**src/rtl/etch_cursor_ctrl.sv**
```systemverilog
// etch_cursor_ctrl: rotary-step cursor tracker that issues framebuffer pixel writes and full-screen clear sweeps
// Optional ETCH_CURSOR_WRAP_EN: axes wrap modulo (MAX+1) instead of clamping.
module etch_cursor_ctrl #(
  parameter int   X_W   = 10,
  parameter int   Y_W   = 9,
  parameter int   X_MAX = 639,
  parameter int   Y_MAX = 479,
  parameter logic INK   = 1'b1
) (
  input  logic           clk,
  input  logic           rst,
  input  logic           x_cw,
  input  logic           x_ccw,
  input  logic           y_cw,
  input  logic           y_ccw,
  input  logic           clear_req,
  input  logic           pix_ready,
  output logic           pix_valid,
  output logic [X_W-1:0] pix_x,
  output logic [Y_W-1:0] pix_y,
  output logic           pix_color,
  output logic [X_W-1:0] cursor_x,
  output logic [Y_W-1:0] cursor_y,
  output logic           busy
);
  typedef enum logic [1:0] {IDLE, DRAW, CLEAR} state_t;
  localparam int XS = X_W + 5;
  localparam int YS = Y_W + 5;
  localparam logic signed [XS-1:0] XM  = XS'(X_MAX);
  localparam logic signed [XS-1:0] XM1 = XS'(X_MAX + 1);
  localparam logic signed [YS-1:0] YM  = YS'(Y_MAX);
  localparam logic signed [YS-1:0] YM1 = YS'(Y_MAX + 1);
  state_t state;
  logic signed [3:0] pend_x, pend_y, npx, npy;
  logic signed [1:0] sx, sy;
  logic signed [XS-1:0] x_sum;
  logic signed [YS-1:0] y_sum;
  logic [X_W-1:0] x_new;
  logic [Y_W-1:0] y_new;
  logic clr_lat, move, moved, x_last, y_last;
  function automatic logic signed [3:0] sat4(input logic signed [3:0] p, input logic signed [1:0] s);
    logic signed [4:0] t;
    t = {p[3], p} + {{3{s[1]}}, s};
    return t > 5'sd7 ? 4'sd7 : t < -5'sd8 ? -4'sd8 : t[3:0];
  endfunction
  assign sx = $signed({1'b0, x_cw}) - $signed({1'b0, x_ccw});
  assign sy = $signed({1'b0, y_cw}) - $signed({1'b0, y_ccw});
  assign npx = sat4(pend_x, sx);
  assign npy = sat4(pend_y, sy);
  assign x_last = pix_x == X_W'(X_MAX);
  assign y_last = pix_y == Y_W'(Y_MAX);
  always_comb begin
    x_sum = $signed({5'b0, cursor_x}) + {{(XS-4){pend_x[3]}}, pend_x} + {{(XS-2){sx[1]}}, sx};
    y_sum = $signed({5'b0, cursor_y}) + {{(YS-4){pend_y[3]}}, pend_y} + {{(YS-2){sy[1]}}, sy};
`ifdef ETCH_CURSOR_WRAP_EN
    x_new = x_sum[XS-1] ? X_W'(x_sum + XM1) : x_sum > XM ? X_W'(x_sum - XM1) : X_W'(x_sum);
    y_new = y_sum[YS-1] ? Y_W'(y_sum + YM1) : y_sum > YM ? Y_W'(y_sum - YM1) : Y_W'(y_sum);
`else
    x_new = x_sum[XS-1] ? '0 : x_sum > XM ? X_W'(X_MAX) : X_W'(x_sum);
    y_new = y_sum[YS-1] ? '0 : y_sum > YM ? Y_W'(Y_MAX) : Y_W'(y_sum);
`endif
    move  = sx != 0 || sy != 0 || pend_x != 0 || pend_y != 0;
    moved = x_new != cursor_x || y_new != cursor_y;
  end
  always_ff @(posedge clk) begin
    if (rst) begin
      state     <= IDLE;
      cursor_x  <= X_W'(X_MAX >> 1);
      cursor_y  <= Y_W'(Y_MAX >> 1);
      pix_valid <= 1'b0;
      pix_x     <= '0;
      pix_y     <= '0;
      pix_color <= 1'b0;
      busy      <= 1'b0;
      pend_x    <= '0;
      pend_y    <= '0;
      clr_lat   <= 1'b0;
    end else begin
      case (state)
        IDLE: begin
          if (clr_lat || clear_req) begin
            state     <= CLEAR;
            busy      <= 1'b1;
            pix_valid <= 1'b1;
            pix_x     <= '0;
            pix_y     <= '0;
            pix_color <= ~INK;
            clr_lat   <= 1'b0;
            pend_x    <= npx;
            pend_y    <= npy;
          end else if (move) begin
            pend_x <= '0;
            pend_y <= '0;
            if (moved) begin
              state     <= DRAW;
              busy      <= 1'b1;
              cursor_x  <= x_new;
              cursor_y  <= y_new;
              pix_x     <= x_new;
              pix_y     <= y_new;
              pix_color <= INK;
              pix_valid <= 1'b1;
            end
          end
        end
        DRAW: begin
          pend_x <= npx;
          pend_y <= npy;
          if (clear_req) clr_lat <= 1'b1;
          if (pix_ready) begin
            pix_valid <= 1'b0;
            state     <= IDLE;
            busy      <= 1'b0;
          end
        end
        CLEAR: begin
          pend_x <= npx;
          pend_y <= npy;
          if (clear_req) clr_lat <= 1'b1;
          if (pix_ready) begin
            if (x_last && y_last) begin
              pix_valid <= 1'b0;
              state     <= IDLE;
              busy      <= 1'b0;
            end else if (x_last) begin
              pix_x <= '0;
              pix_y <= pix_y + 1'b1;
            end else begin
              pix_x <= pix_x + 1'b1;
            end
          end
        end
        default: begin
          state <= IDLE;
          busy  <= 1'b0;
        end
      endcase
    end
  end
endmodule
```
**config.mk**
```make
export PLATFORM = sky130hd
export DESIGN_NAME = etch_cursor_ctrl
export DESIGN_NICKNAME = d
export VERILOG_FILES = /design/src/rtl/etch_cursor_ctrl.sv
export SDC_FILE = /design/constraint.sdc
export NUM_CORES = 1
export LEC_CHECK = 0
export BUFFER_PORTS_ARGS = -buffer_cell sky130_fd_sc_hd__buf_2
export CORE_MARGIN = 5
export CORE_UTILIZATION = 33
export DETAILED_ROUTE_END_ITERATION = 12
export MAX_ROUTING_LAYER = met4
export PLACE_DENSITY = 0.6
export SETUP_SLACK_MARGIN = 0.1
export SLEW_MARGIN = 20
export SYNTH_ARGS = -nofsm -noshare
export SYNTH_HDL_FRONTEND = slang
export SYNTH_SLANG_ARGS = --single-unit
```
**constraint.sdc**
```tcl
create_clock -name clk -period 15.75 [get_ports clk]
set_input_delay 3.15 -clock clk [delete_from_list [all_inputs] [get_ports clk]]
set_output_delay 3.15 -clock clk [all_outputs]
set_load 0.02 [all_outputs]
```
* Word level (Yosys, flattened, before mapping) *
Cells that the tools add are included.

storage, ports and cells
  register bits = 52
  bits in latches = 0
  RAM bits = 0
  memory bits (read-only) = 0
  bits of input ports = 8
  output and inout port bits = 41
  word-level logic and storage cells = 114
  memories kept = 0

cells by class
  add/sub/neg operators = 10
  $mul = 0
  divide/modulo/power cells = 0
  $lt $le $gt $ge = 6
  equal/unequal tests = 15
  shifts and indexed selects = 0
  multiplexer cells = 46
  bitwise gates (word level) = 1
  reductions and logical operators = 25

operator list
  cell                                                              count
  nonzero test 32 bit                                               4
  two-way mux 10 bit                                                8
  two-way mux 9 bit                                                 8
  two-way mux 4 bit                                                 7
  one-hot mux 10 bit (2 select lines)                               1
  one-hot mux 9 bit (2 select lines)                                1
  one-hot mux 4 bit (2 select lines)                                2
  adder 12 x 2 -> 13 bit                                            1
  greater-than comparator 13 x 11 -> 1 bit (second input constant)  1
  adder 11 x 2 -> 12 bit                                            1
  adder 11 x 4 -> 12 bit                                            1
  greater-than comparator 12 x 10 -> 1 bit (second input constant)  1
  two-way mux 2 bit                                                 6
  inequality test 2 bit (second input constant)                     6
  AND reduction 6 bit                                               2
  adder 10 x 4 -> 11 bit                                            1
  adder 10 x 1 -> 10 bit (second input constant)                    1
  adder 4 x 2 -> 5 bit                                              2
  == test 10 bit (second input constant)                            1
  greater-than comparator 5 x 4 -> 1 bit (second input constant)    2
  less-than comparator 5 x 4 -> 1 bit (second input constant)       2
  inequality test 10 bit                                            1
  AND reduction 5 bit                                               2
  adder 9 x 1 -> 9 bit (second input constant)                      1
  other kinds (21)                                                  40

* Logic depth before layout (Yosys ltp) *
  depth after elaboration = 11
  gate-level depth with buffers = 19
  mapped depth without buffers = 18

* Least setup slack after synthesis *
OpenSTA, ideal clock, no wires.

  path kind = input -> register
  start = in y_cw
  end = reg pix_x[6]
  library setup time = 129 ps
  data arrival time = 7395 ps
  data required time = 15621 ps
  slack = 8226 ps
  stages = 19
  path buffers = 2
  path through = inv_1 -> ha_1 -> inv_1 -> fa_1 -> ha_1 -> fa_1 -> a21o_1 -> a221o_1 -> a31oi_2 -> xor2_2 -> and3_1 -> buf_4 -> nand3_1 -> a311o_1 -> or4_4 -> o211ai_4 -> buf_6 -> mux2i_1 -> o21ai_1

between the ends
  word-level cells in the longest chain between the ends = 9

ends and longest elaborated chain
  element                                   line  text
  start, declared                           14    input logic y_cw,
  subtractor 1 x 1 -> 2 bit (*)             47    assign sy = $signed({1'b0, y_cw}) - $signed({1'b0, y_ccw});
  adder 11 x 2 -> 12 bit                    54    y_sum = $signed({5'b0, cursor_y}) + {{(YS-4){pend_y[3]}}, pend_y} + {{(YS-2){sy[1]}}, sy};
  greater-than comparator 12 x 10 -> 1 bit  60    y_new = y_sum[YS-1] ? '0 : y_sum > YM ? Y_W'(Y_MAX) : Y_W'(y_sum);
  two-way mux 9 bit (2 in a row)            60
  inequality test 9 bit                     63    moved = x_new != cursor_x || y_new != cursor_y;
  logical OR 1 bit                          63
  inequality test 3 bit (no line)           n/a
  AND reduction 5 bit (no line) (*)         n/a
  end signal, assigned                      99    pix_x <= x_new;
  end signal, assigned                      129   pix_x <= pix_x + 1'b1;
  end, declared                             19    output logic [X_W-1:0] pix_x,

Mark *: on every way between the ends. The rest lies on a longest branch, timed or not.
A chain may end at the register's enable or synchronous reset.

* Worst setup path after layout *
  start = in x_cw
  end = reg pix_y[2]

between the ends
  word-level cells in the longest chain between the ends = 9

ends and longest elaborated chain
  element                                   line  text
  start, declared                           12    input logic x_cw,
  subtractor 1 x 1 -> 2 bit (*)             46    assign sx = $signed({1'b0, x_cw}) - $signed({1'b0, x_ccw});
  adder 12 x 2 -> 13 bit                    53    x_sum = $signed({5'b0, cursor_x}) + {{(XS-4){pend_x[3]}}, pend_x} + {{(XS-2){sx[1]}}, sx};
  greater-than comparator 13 x 11 -> 1 bit  59    x_new = x_sum[XS-1] ? '0 : x_sum > XM ? X_W'(X_MAX) : X_W'(x_sum);
  two-way mux 10 bit (2 in a row)           59
  inequality test 10 bit                    63
  logical OR 1 bit                          63
  inequality test 3 bit (no line)           n/a
  AND reduction 6 bit (no line) (*)         n/a
  end signal, assigned                      100   pix_y <= y_new;
  end signal, assigned                      127   pix_y <= pix_y + 1'b1;
  end, declared                             20    output logic [Y_W-1:0] pix_y,

Marks and branches as above.

==> flow_summary.toml <==
[outcome]
status = "completed"

[critical_path]
arrival_ns = 8.76
worst_path_largest_cell_delay_ns = 0.64
cp_cell_sequence = "buf_2, inv_1, ha_1, fa_1, ha_1, a21o_1, a31o_2, o21a_1, o21ai_1, nand2_1, nor3_1, o221ai_1, a2111o_1, o211ai_4, nand2b_1, o32ai_1"
cp_data_required_time_ns = 15.92
critPathLaunchType = "primary input"
worstPathMaxFanout = 25
crit_type = "in -> reg"
worst_path_max_delay_cell = "o211ai_4"
setup.worst_path.end_class = "flop"
cp_common_cell = "ha_1"

[timing]
report.final.slew_viol_count = 0
slew-limit-headroom_pct = 49.8
worstMarginPinSlew_ns = 0.753
fin_skew_ns = 0.00554
tns_ns = 0
clock.fmax_ghz = 0.116
rsz0062_at_grt = "false"
finalCritPeriodShare_pct = 54.6
finalHoldViolCount = 0
fin_crit_ns = 8.59
setup_viol = 0

[clock_network]
cts_tree = "built"
cts.clk_slew.worst_paths_ns = 0.07
cts.path.max_buffers = 2
post-cts-setup-buffer-count = 0
cts_hold_buffers = 0
post_cts_resized = 0
cts-root-buf = "clkbuf_16"
cts_buffers = 5
clock_latency_ns = 0.30
ctsHtreeMaxLevel = 2
cts_sinks = 52

[synthesis]
yosys.area.top_type = "dfxtp_1"
syn_inst = 670
synth_seq_cells = 52
synth_top_area_share_pct = 19.3
ys_top_cells_by_count = "nor2_1, dfxtp_1, ha_1, nand2_1, a21oi_1"
avgSynthCellArea_sq_um = 8.05
async_flop_share_pct = 0
synthFlopType = "dfxtp_1"
synth_most_common_cell = "nor2_1"
yosysSeqAreaShare_pct = 19.3
synth_top_cells_by_area = "dfxtp_1, ha_1, fa_1, nor2_1, mux2i_1"
syn-num-nets = 738
synth_edf_count = 0
synth_cell_type_count = 79
netlist_area_sq_um = 5400
yosys_warnings = 0

[route]
wl_met1_um = 7230
drt_first_pass_iters = 5
drtIter0Drc = 485
num_vias = 5285
viasPerCell = 5.76
detail_route.wl_per_cell_um = 17.9
met3WireLength_um = 1130
wl_um = 16400
topRoutingLayerUsed = "met4"
drc = 0
drtAntennaViolNets = 0
dr_wl_met2_um = 7690

[die]
die_area_sq_um = 19000
die_h_um = 138
core_area_sq_um = 15900
num_io_pins = 49
rows = 46
initial_core_util_pct = 33.8
die_x_um = 138

[global_route]
grt_pass1_vias = 4935
grt_max_degree = 63
grt_pass1_wl_um = 26400
antenna_found_initial = 0
gr-usage-all-layers_pct = 17.8
gr-total-overflow = 0

[finish]
drive_gt1_share_pct = 11.1
diodes = 0
nNetsFinal = 769
synthToLayoutAreaGrowth_pct = 10.5
fillers = 1703

[placed_design]
gp_congestion = 0.958
hpwl_um = 12400
port_buffers = 48

[run]
drv_cap = 0

[worst_hold_path]
hold_path.class = "reg -> reg"
-- worst max-delay path: cells and delay by family --
family	cells	cell delay [ns]
AO/OA/AOI/OAI	8	2.59
adder cells (fa/ha/maj)	3	1.50
buffers and inverters	2	0.16
AND/OR/NAND/NOR	3	1.34
-- worst paths after layout --
path,startpoint,to,slack [ns],cells after the start
worst min-delay path,pix_valid,pix_valid,0.51,2
worst min register to register,pix_valid,pix_valid,0.51,2
worst max-delay path,x_cw,pix_y[2],7.16,16
worst max register to register,pend_x[3],pix_y[2],9.96,14
-- sequential cells by signal, summed over array words and instances, names as in the netlist --
signal	count
cursor_x	10
pix_x	10
cursor_y	9
pix_y	9
pend_x	4
pend_y	4
state	2
busy	1
clr_lat	1
pix_color	1
pix_valid	1
-- routing by layer --
metal | up-vias | track usage, %
met5 | - | -
met3 | 33 | 2.90
met1 | 2461 | 22.9
met2 | 215 | 28.9
li1 | 2576 | -
met4 | 0 | 5.49
-- final cells by class --
type                    instances  area [sq um]  share of cell area (%)
multi-input cells             563          4120                    69.1
flip-flops and latches         52          1040                    17.5
well taps                     216           270                    4.53
repair buffers                 50           255                    4.28
clock buffers                   6           129                    2.16
inverters                      29           109                    1.83
clock inverters                 2          38.8                   0.651
-- through the flow --
stage | area, sq um | setup slack, ns | util [%] | instances | hold WS (ns)
after floorplan | 5400 | 8.23 | - | 670 | 0.518
after global placement | 5790 | 6.92 | 36.3 | 910 | 0.503
after detailed placement | 5790 | 6.90 | 36.3 | 910 | 0.508
after CTS | 5960 | 7.15 | 37.4 | 918 | 0.523
after global routing | 5960 | 6.73 | 37.4 | 918 | 0.564
final | 5960 | 7.16 | 37.4 | 918 | 0.509
-- kinds of logic (layout without fill, tap and decap cells) --
group	Yosys count	in the layout	share of synthesized area [%]
AO/OA/AOI/OAI	221	221	30.3
XOR/XNOR	28	28	4.68
adder cells (fa/ha/maj)	60	60	16.3
buffers and inverters	55	87	4.41
flip-flops	52	52	19.3
multiplexers	24	24	4.48
AND/OR/NAND/NOR	230	230	20.5
-- cell usage in the layout, fill, tap and decap left out, types with 5 or more instances in the layout --
cell type and count:
buf_2 48, fa_1 17, xor2_1 17, a221oi_1 5, or4_1 5, o22ai_1 7, nor2b_1 9, ha_1 43
o31ai_1 11, nand3_1 22, nand2b_1 5, nor2_1 85, o21ai_1 7, o211a_1 5, a22oi_1 12, inv_1 29
o32ai_1 5, nor3_1 16, or3_1 5, a21oi_1 37, o21ai_0 27, o21a_1 7, o211ai_1 13, xnor2_1 10
nand2_1 43, mux2i_1 23, clkbuf_16 5, nor4_1 5, and3_1 11, a211oi_1 6, dfxtp_1 52, a21o_1 24
Power is left out: the tool's default activity adds up to more than one toggle a clock period on the data nets, which glitch-free logic cannot reach.
